===== config.mk =====
export PLATFORM = sky130hd
export DESIGN_NAME = lc3_ctrl_fsm
export DESIGN_NICKNAME = d
export VERILOG_FILES = /design/src/rtl/lc3_pkg.sv /design/src/rtl/lc3_ctrl_decode.sv /design/src/rtl/lc3_ctrl_fsm.sv
export SDC_FILE = /design/constraint.sdc
export NUM_CORES = 1
export LEC_CHECK = 0
export CAP_MARGIN = 20
export CORE_MARGIN = 2
export CORE_UTILIZATION = 47
export DETAILED_ROUTE_END_ITERATION = 10
export PLACE_DENSITY = 0.79
export SLEW_MARGIN = 25
export SYNTH_ARGS = -nofsm -noshare
export SYNTH_HDL_FRONTEND = slang
export SYNTH_SLANG_ARGS = --single-unit

===== constraint.sdc =====
create_clock -name i_clk -period 2.1 [get_ports i_clk]
set_input_delay 0.525 -clock i_clk [delete_from_list [all_inputs] [get_ports i_clk]]
set_output_delay 0.525 -clock i_clk [all_outputs]
set_load 0.05 [all_outputs]

===== src/rtl/lc3_pkg.sv =====
// Shared LC-3 constants: state encoding, opcodes, mux select codes and the
// control-word layout driven by the sequencer into the datapath.
package lc3_pkg;

  localparam int unsigned STATE_W = 5;
  localparam int unsigned OP_W    = 4;

  // Sequencer states; values are visible on the debug state port
  typedef enum logic [STATE_W-1:0] {
    S_IDLE   = 5'd0,
    S_F0     = 5'd1,
    S_F1     = 5'd2,
    S_F2     = 5'd3,
    S_F3     = 5'd4,
    S_EX_ALU = 5'd5,
    S_EX_LEA = 5'd6,
    S_A0     = 5'd7,
    S_LD1    = 5'd8,
    S_LD2    = 5'd9,
    S_ST1    = 5'd10,
    S_ST2    = 5'd11,
    S_BR1    = 5'd12,
    S_EX_JMP = 5'd13,
    S_J0     = 5'd14,
    S_J1     = 5'd15,
    S_ILL    = 5'd16
  } state_t;

  // Supported opcodes (IR[15:12])
  localparam logic [OP_W-1:0] OP_BR  = 4'b0000;
  localparam logic [OP_W-1:0] OP_ADD = 4'b0001;
  localparam logic [OP_W-1:0] OP_LD  = 4'b0010;
  localparam logic [OP_W-1:0] OP_ST  = 4'b0011;
  localparam logic [OP_W-1:0] OP_JSR = 4'b0100;
  localparam logic [OP_W-1:0] OP_AND = 4'b0101;
  localparam logic [OP_W-1:0] OP_NOT = 4'b1001;
  localparam logic [OP_W-1:0] OP_JMP = 4'b1100;
  localparam logic [OP_W-1:0] OP_LEA = 4'b1110;

  typedef enum logic [1:0] {
    PCMUX_INC   = 2'b00,
    PCMUX_BUS   = 2'b01,
    PCMUX_ADDER = 2'b10
  } pcmux_t;

  typedef enum logic {
    ADDR1_PC  = 1'b0,
    ADDR1_SR1 = 1'b1
  } addr1mux_t;

  typedef enum logic [1:0] {
    ADDR2_ZERO  = 2'b00,
    ADDR2_OFF6  = 2'b01,
    ADDR2_OFF9  = 2'b10,
    ADDR2_OFF11 = 2'b11
  } addr2mux_t;

  typedef enum logic [1:0] {
    DRMUX_IR11 = 2'b00,
    DRMUX_R6   = 2'b01,
    DRMUX_R7   = 2'b10
  } drmux_t;

  typedef enum logic [1:0] {
    SR1MUX_IR11 = 2'b00,
    SR1MUX_IR8  = 2'b01,
    SR1MUX_R6   = 2'b10
  } sr1mux_t;

  // Control word presented to the datapath every cycle
  typedef struct packed {
    logic      mem_en;
    logic      mem_we;
    logic      ld_mar;
    logic      ld_mdr;
    logic      ld_ir;
    logic      ld_pc;
    logic      ld_reg;
    logic      ld_cc;
    logic      gate_pc;
    logic      gate_mdr;
    logic      gate_alu;
    logic      gate_marmux;
    pcmux_t    pc_mux;
    addr1mux_t addr1_mux;
    addr2mux_t addr2_mux;
    drmux_t    dr_mux;
    sr1mux_t   sr1_mux;
    logic      illegal;
  } ctrl_t;

  localparam int unsigned CTRL_W = $bits(ctrl_t);

endpackage


===== src/rtl/lc3_ctrl_decode.sv =====
// Combinational state -> control-word decoder for the LC-3 sequencer.
// Ports:
//   i_state   - state whose control word is wanted
//   i_ir_jsr  - IR[11], selects JSR vs JSRR addressing in J1
//   o_ctrl    - packed ctrl_t control word
module lc3_ctrl_decode
  import lc3_pkg::*;
(
  input  logic [STATE_W-1:0] i_state,
  input  logic               i_ir_jsr,
  output logic [CTRL_W-1:0]  o_ctrl
);

  ctrl_t w_ctrl;

  // Anything not set for a state stays zero
  always_comb begin
    w_ctrl = '0;
    case (state_t'(i_state))
      S_F0: begin
        w_ctrl.gate_pc = 1'b1;
        w_ctrl.ld_mar  = 1'b1;
        w_ctrl.ld_pc   = 1'b1;
        w_ctrl.pc_mux  = PCMUX_INC;
      end
      S_F1, S_LD1: begin
        w_ctrl.mem_en = 1'b1;
        w_ctrl.ld_mdr = 1'b1;
      end
      S_F2: begin
        w_ctrl.gate_mdr = 1'b1;
        w_ctrl.ld_ir    = 1'b1;
      end
      S_EX_ALU: begin
        w_ctrl.sr1_mux  = SR1MUX_IR8;
        w_ctrl.dr_mux   = DRMUX_IR11;
        w_ctrl.gate_alu = 1'b1;
        w_ctrl.ld_reg   = 1'b1;
        w_ctrl.ld_cc    = 1'b1;
      end
      S_EX_LEA: begin
        w_ctrl.addr1_mux   = ADDR1_PC;
        w_ctrl.addr2_mux   = ADDR2_OFF9;
        w_ctrl.gate_marmux = 1'b1;
        w_ctrl.dr_mux      = DRMUX_IR11;
        w_ctrl.ld_reg      = 1'b1;
      end
      S_A0: begin
        w_ctrl.addr1_mux   = ADDR1_PC;
        w_ctrl.addr2_mux   = ADDR2_OFF9;
        w_ctrl.gate_marmux = 1'b1;
        w_ctrl.ld_mar      = 1'b1;
      end
      S_LD2: begin
        w_ctrl.gate_mdr = 1'b1;
        w_ctrl.dr_mux   = DRMUX_IR11;
        w_ctrl.ld_reg   = 1'b1;
        w_ctrl.ld_cc    = 1'b1;
      end
      S_ST1: begin
        // ALU passes SR (IR[11:9]) through to the bus for the MDR
        w_ctrl.sr1_mux  = SR1MUX_IR11;
        w_ctrl.gate_alu = 1'b1;
        w_ctrl.ld_mdr   = 1'b1;
      end
      S_ST2: begin
        w_ctrl.mem_en = 1'b1;
        w_ctrl.mem_we = 1'b1;
      end
      S_BR1: begin
        w_ctrl.addr1_mux = ADDR1_PC;
        w_ctrl.addr2_mux = ADDR2_OFF9;
        w_ctrl.pc_mux    = PCMUX_ADDER;
        w_ctrl.ld_pc     = 1'b1;
      end
      S_EX_JMP: begin
        w_ctrl.sr1_mux   = SR1MUX_IR8;
        w_ctrl.addr1_mux = ADDR1_SR1;
        w_ctrl.addr2_mux = ADDR2_ZERO;
        w_ctrl.pc_mux    = PCMUX_ADDER;
        w_ctrl.ld_pc     = 1'b1;
      end
      S_J0: begin
        // Link: PC -> R7
        w_ctrl.gate_pc = 1'b1;
        w_ctrl.dr_mux  = DRMUX_R7;
        w_ctrl.ld_reg  = 1'b1;
      end
      S_J1: begin
        w_ctrl.pc_mux = PCMUX_ADDER;
        w_ctrl.ld_pc  = 1'b1;
        if (i_ir_jsr) begin
          w_ctrl.addr1_mux = ADDR1_PC;
          w_ctrl.addr2_mux = ADDR2_OFF11;
        end else begin
          w_ctrl.addr1_mux = ADDR1_SR1;
          w_ctrl.sr1_mux   = SR1MUX_IR8;
          w_ctrl.addr2_mux = ADDR2_ZERO;
        end
      end
      S_ILL: w_ctrl.illegal = 1'b1;
      default: w_ctrl = '0;
    endcase
  end

  assign o_ctrl = w_ctrl;

endmodule


===== src/rtl/lc3_ctrl_fsm.sv =====
// LC-3 multi-cycle control sequencer: fetch, decode, execute.
// Ports:
//   i_clk, i_rst        - clock, async active-high reset
//   i_run               - leaves IDLE when high (sampled only in IDLE)
//   i_ir_op, i_ir_jsr   - IR[15:12] and IR[11]
//   i_ben               - branch enable, valid in decode
//   i_mem_ready         - one-cycle memory completion pulse
//   o_mem_en/o_mem_we   - memory request / write qualifier
//   o_ld_*, o_gate_*    - datapath load enables and bus gates
//   o_*_mux             - datapath mux selects
//   o_illegal           - one-cycle unsupported-opcode pulse
//   o_state             - current state for debug
module lc3_ctrl_fsm
  import lc3_pkg::*;
(
  input  logic       i_clk,
  input  logic       i_rst,
  input  logic       i_run,
  input  logic [3:0] i_ir_op,
  input  logic       i_ir_jsr,
  input  logic       i_ben,
  input  logic       i_mem_ready,
  output logic       o_mem_en,
  output logic       o_mem_we,
  output logic       o_ld_mar,
  output logic       o_ld_mdr,
  output logic       o_ld_ir,
  output logic       o_ld_pc,
  output logic       o_ld_reg,
  output logic       o_ld_cc,
  output logic       o_gate_pc,
  output logic       o_gate_mdr,
  output logic       o_gate_alu,
  output logic       o_gate_marmux,
  output logic [1:0] o_pc_mux,
  output logic       o_addr1_mux,
  output logic [1:0] o_addr2_mux,
  output logic [1:0] o_dr_mux,
  output logic [1:0] o_sr1_mux,
  output logic       o_illegal,
  output logic [4:0] o_state
);

  state_t              r_state;
  state_t              w_next_state;
  ctrl_t               r_ctrl;
  logic [CTRL_W-1:0]   w_ctrl_bits;

  // Next-state logic
  always_comb begin
    w_next_state = r_state;
    case (r_state)
      S_IDLE:   if (i_run) w_next_state = S_F0;
      S_F0:     w_next_state = S_F1;
      S_F1:     if (i_mem_ready) w_next_state = S_F2;
      S_F2:     w_next_state = S_F3;
      S_F3: begin
        case (i_ir_op)
          OP_ADD, OP_AND, OP_NOT: w_next_state = S_EX_ALU;
          OP_LEA:                 w_next_state = S_EX_LEA;
          OP_LD, OP_ST:           w_next_state = S_A0;
          OP_BR:                  w_next_state = i_ben ? S_BR1 : S_F0;
          OP_JMP:                 w_next_state = S_EX_JMP;
          OP_JSR:                 w_next_state = S_J0;
          default:                w_next_state = S_ILL;
        endcase
      end
      // A0 is shared by LD and ST; IR is stable so re-check the opcode
      S_A0:     w_next_state = (i_ir_op == OP_ST) ? S_ST1 : S_LD1;
      S_LD1:    if (i_mem_ready) w_next_state = S_LD2;
      S_ST1:    w_next_state = S_ST2;
      S_ST2:    if (i_mem_ready) w_next_state = S_F0;
      S_J0:     w_next_state = S_J1;
      S_EX_ALU, S_EX_LEA, S_LD2, S_BR1,
      S_EX_JMP, S_J1, S_ILL:
                w_next_state = S_F0;
      default:  w_next_state = S_IDLE;
    endcase
  end

  // Decode the upcoming state so outputs are registered alongside it
  lc3_ctrl_decode u_decode (
    .i_state  (w_next_state),
    .i_ir_jsr (i_ir_jsr),
    .o_ctrl   (w_ctrl_bits)
  );

  // State and control-word registers; reset clears both at once
  always_ff @(posedge i_clk or posedge i_rst) begin
    if (i_rst) begin
      r_state <= S_IDLE;
      r_ctrl  <= '0;
    end else begin
      r_state <= w_next_state;
      r_ctrl  <= ctrl_t'(w_ctrl_bits);
    end
  end

  assign o_mem_en      = r_ctrl.mem_en;
  assign o_mem_we      = r_ctrl.mem_we;
  assign o_ld_mar      = r_ctrl.ld_mar;
  assign o_ld_mdr      = r_ctrl.ld_mdr;
  assign o_ld_ir       = r_ctrl.ld_ir;
  assign o_ld_pc       = r_ctrl.ld_pc;
  assign o_ld_reg      = r_ctrl.ld_reg;
  assign o_ld_cc       = r_ctrl.ld_cc;
  assign o_gate_pc     = r_ctrl.gate_pc;
  assign o_gate_mdr    = r_ctrl.gate_mdr;
  assign o_gate_alu    = r_ctrl.gate_alu;
  assign o_gate_marmux = r_ctrl.gate_marmux;
  assign o_pc_mux      = r_ctrl.pc_mux;
  assign o_addr1_mux   = r_ctrl.addr1_mux;
  assign o_addr2_mux   = r_ctrl.addr2_mux;
  assign o_dr_mux      = r_ctrl.dr_mux;
  assign o_sr1_mux     = r_ctrl.sr1_mux;
  assign o_illegal     = r_ctrl.illegal;
  assign o_state       = r_state;

endmodule


==> results.yml <==
run_status:
  status: "finished, final reports clean"
timing:
  tns_ns: 0
  setup_viol: 0
  slew_violations: 0
  fin_crit_ns: 2.05
  rsz0062_at_grt: "false"
  whs_ns: 0.534
  maxSlewHeadroom_pct: 66.7
  skew_ns: 0.000838
  hold_viol: 0
  fin_crit_sh_pct: 97.4
  max_freq_mhz: 489
  tightestPinTransition_ns: 0.498
clocking:
  cts_buffers: 3
  tritoncts: "done"
  clk_pin_slew_worst_paths_ns: 0.14
  cts-root-buf: "clkbuf_4"
  clkSinkCount: 24
  htreeDepth: 1
  clk_path_buf_depth: 2
  postCtsHoldBufs: 0
  clk_latency_ns: 0.31
floorplan:
  start_util_pct: 48.2
  dieArea_um2: 3220
  die_height_um: 56.7
  ios: 37
  core-area_um2: 2710
  placementRows: 19
  die_w_um: 56.7
place:
  placedCellCount: 207
  hpwlAfterDp_um: 2280
  placed_area_um2: 1730
  gp_congestion: 0.806
  io_buffers: 33
power_and_ir_drop:
  total_power_w: 0.00286
  power.density_nw_per_um2: 1580
  peakVddDrop_uv: 1410
  p_leak_nw: 0.819
logic_synthesis:
  yosys-top-cells-area: "dfrtp_1 46%, a21oi_1 3.8%, nand2_1 3.4%"
  async_flop_share_pct: 100
  ys_warn_count: 0
  synth-seq-cells: 24
  seq_area_frac_synth_pct: 45.9
  synth-edff-count: 0
  yosysTopAreaCell: "dfrtp_1"
  synth.distinct_cells: 44
  synthCells: 132
  synthFlopType: "dfrtp_1"
  syn_area_per_cell_um2: 9.91
  synth.cell_area_um2: 1310
  yosysTopAreaCellShare_pct: 45.9
final_layout:
  largest_register_ffs: 5
  layout_common_cells: "24 x clkdlybuf4s50_1, 24 x buf_4, 21 x dfrtp_1, 11 x nand2_1, 10 x a21oi_1"
  finalInstanceArea_um2: 1810
  drive_above_1_share_pct: 24.4
  fin_cells: 211
  area_growth_pct: 38.1
  num-nets-final: 191
  antennaDiodeCount: 0
  nFillCells: 208
critical_path:
  worstPathArrival_ns: 2.29
  cp_max_fo: 8
  cp-end-kind: "flip-flop"
  reg2reg_setup_slack_ns: 0.16
  worstRegToRegCells: 6
  rr_startpoint: "o_state[3]"
  r2r_end: "o_gate_pc"
  path_class: "in -> reg"
  critPathLaunchType: "primary input"
  required_ns: 2.35
global_routing:
  antenna_found_initial: 0
  grt_pass1_vias: 1162
  grt_max_degree: 25
  grt_pass1_wl_um: 5320
  grt_usage_pct: 21.2
  grt_overflow: 0
run:
  drv_cap: 0
detailed_routing:
  viasPerCell: 5.49
  drc: 0
  dr_total_vias: 1159
  antenna_left: 0
  drt_first_iter_violations: 41
  first_pass_iters: 4
  wl_um: 3200
  wl_per_cell_um: 15.1
min_path:
  hp-class: "in -> async"
==> cells by family (layout without fill, tap and decap cells) <==
family / after synthesis / in the layout / synth area share (%)
other: 1 / 3 / 0.287
xor gates and xnor gates: 3 / 3 / 2.01
and+or+nand+nor: 50 / 50 / 21.5
AOI/OAI and AO/OA: 36 / 36 / 21.2
buffers and inverters: 18 / 64 / 9.00
DFF: 24 / 24 / 45.9
==> critical path: stages <==
cell,delay [ns]
dlygate4sd2_1,0.39
nor2b_2,0.10
a21o_1,0.24
o21ai_4,0.22
o32ai_4,0.16
or4b_1,0.55
o21ai_0,0.10
==> metal layers <==
layer | share of wire (%) | routed length [µm] | vias to the layer above | track usage (%)
met5 | 0 | 0 | - | 0
li1 | - | - | 548 | -
met4 | 1.8 | 57 | 0 | 8.31
met1 | 42 | 1330 | 561 | 26.7
met2 | 52 | 1660 | 44 | 36.4
met3 | 4.7 | 149 | 6 | 3.46
==> synthesized netlist by cell type, types with 2 or more instances <==
cell type,n
nand4_1,2
buf_4,4
nand3_1,2
o21a_1,2
nor3_1,4
nand2_1,12
a21oi_1,10
nand2b_1,3
o211ai_1,3
nor3b_1,3
xnor2_1,3
buf_2,2
nor2_1,9
dfrtp_1,24
a211oi_1,2
o21ai_1,3
o21ai_0,5
buf_6,3
nor2b_1,3
inv_1,8
or2_2,2
==> how the worst max path moves through the flow <==
| stage | from | endpoint | slack [ns] | cells past startpoint |
|---|---|---|---|---|
| floorplan | o_state[1] | o_gate_pc | 0.03 | 7 |
| global placement | i_ir_op[2] | o_addr1_mux | -0.40 | 7 |
| detailed placement | i_ir_op[2] | o_gate_alu | -0.50 | 7 |
| CTS | o_gate_alu | o_gate_alu | 0.08 | 1 |
| global route | i_mem_ready | o_ld_reg | 0.01 | 8 |
| finish | i_ir_op[0] | o_gate_pc | 0.05 | 7 |
==> where the power goes <==
| group | leakage, nW | internal (W) | total (W) | switching, W |
|---|---|---|---|---|
| combinational | 0.470 | 0.000686 | 0.00178 | 0.00109 |
| clock | 0.0279 | 0.000193 | 0.000338 | 0.000145 |
| sequential | 0.321 | 0.000603 | 0.000743 | 0.000140 |
==> area by class of cell <==
type	count	area (µm²)	area share (%)
multi-input combinational	92	624	34.6
sequential	24	604	33.5
timing repair buffer	52	455	25.2
tap	31	38.8	2.15
clock inverter	1	30.0	1.66
inverter	8	30.0	1.66
clock buffer	3	22.5	1.25
==> what timing repair did <==
action	4_1_cts	5_1_grt
gates resized for setup	9	1
endpoints found under the setup margin	14	1
endpoints found under the hold margin	0	0
setup buffers	0	0
pin swaps	3	0
==> through the flow <==
stage	utilization [%]	setup slack (ns)
after floorplan	-	0.0327
after global placement	63.9	-0.403
after detailed placement	63.9	-0.502
after CTS	66.6	0.0776
after global routing	66.6	0.0103
final	66.6	0.0545
(Power assumes the default switching activity.)
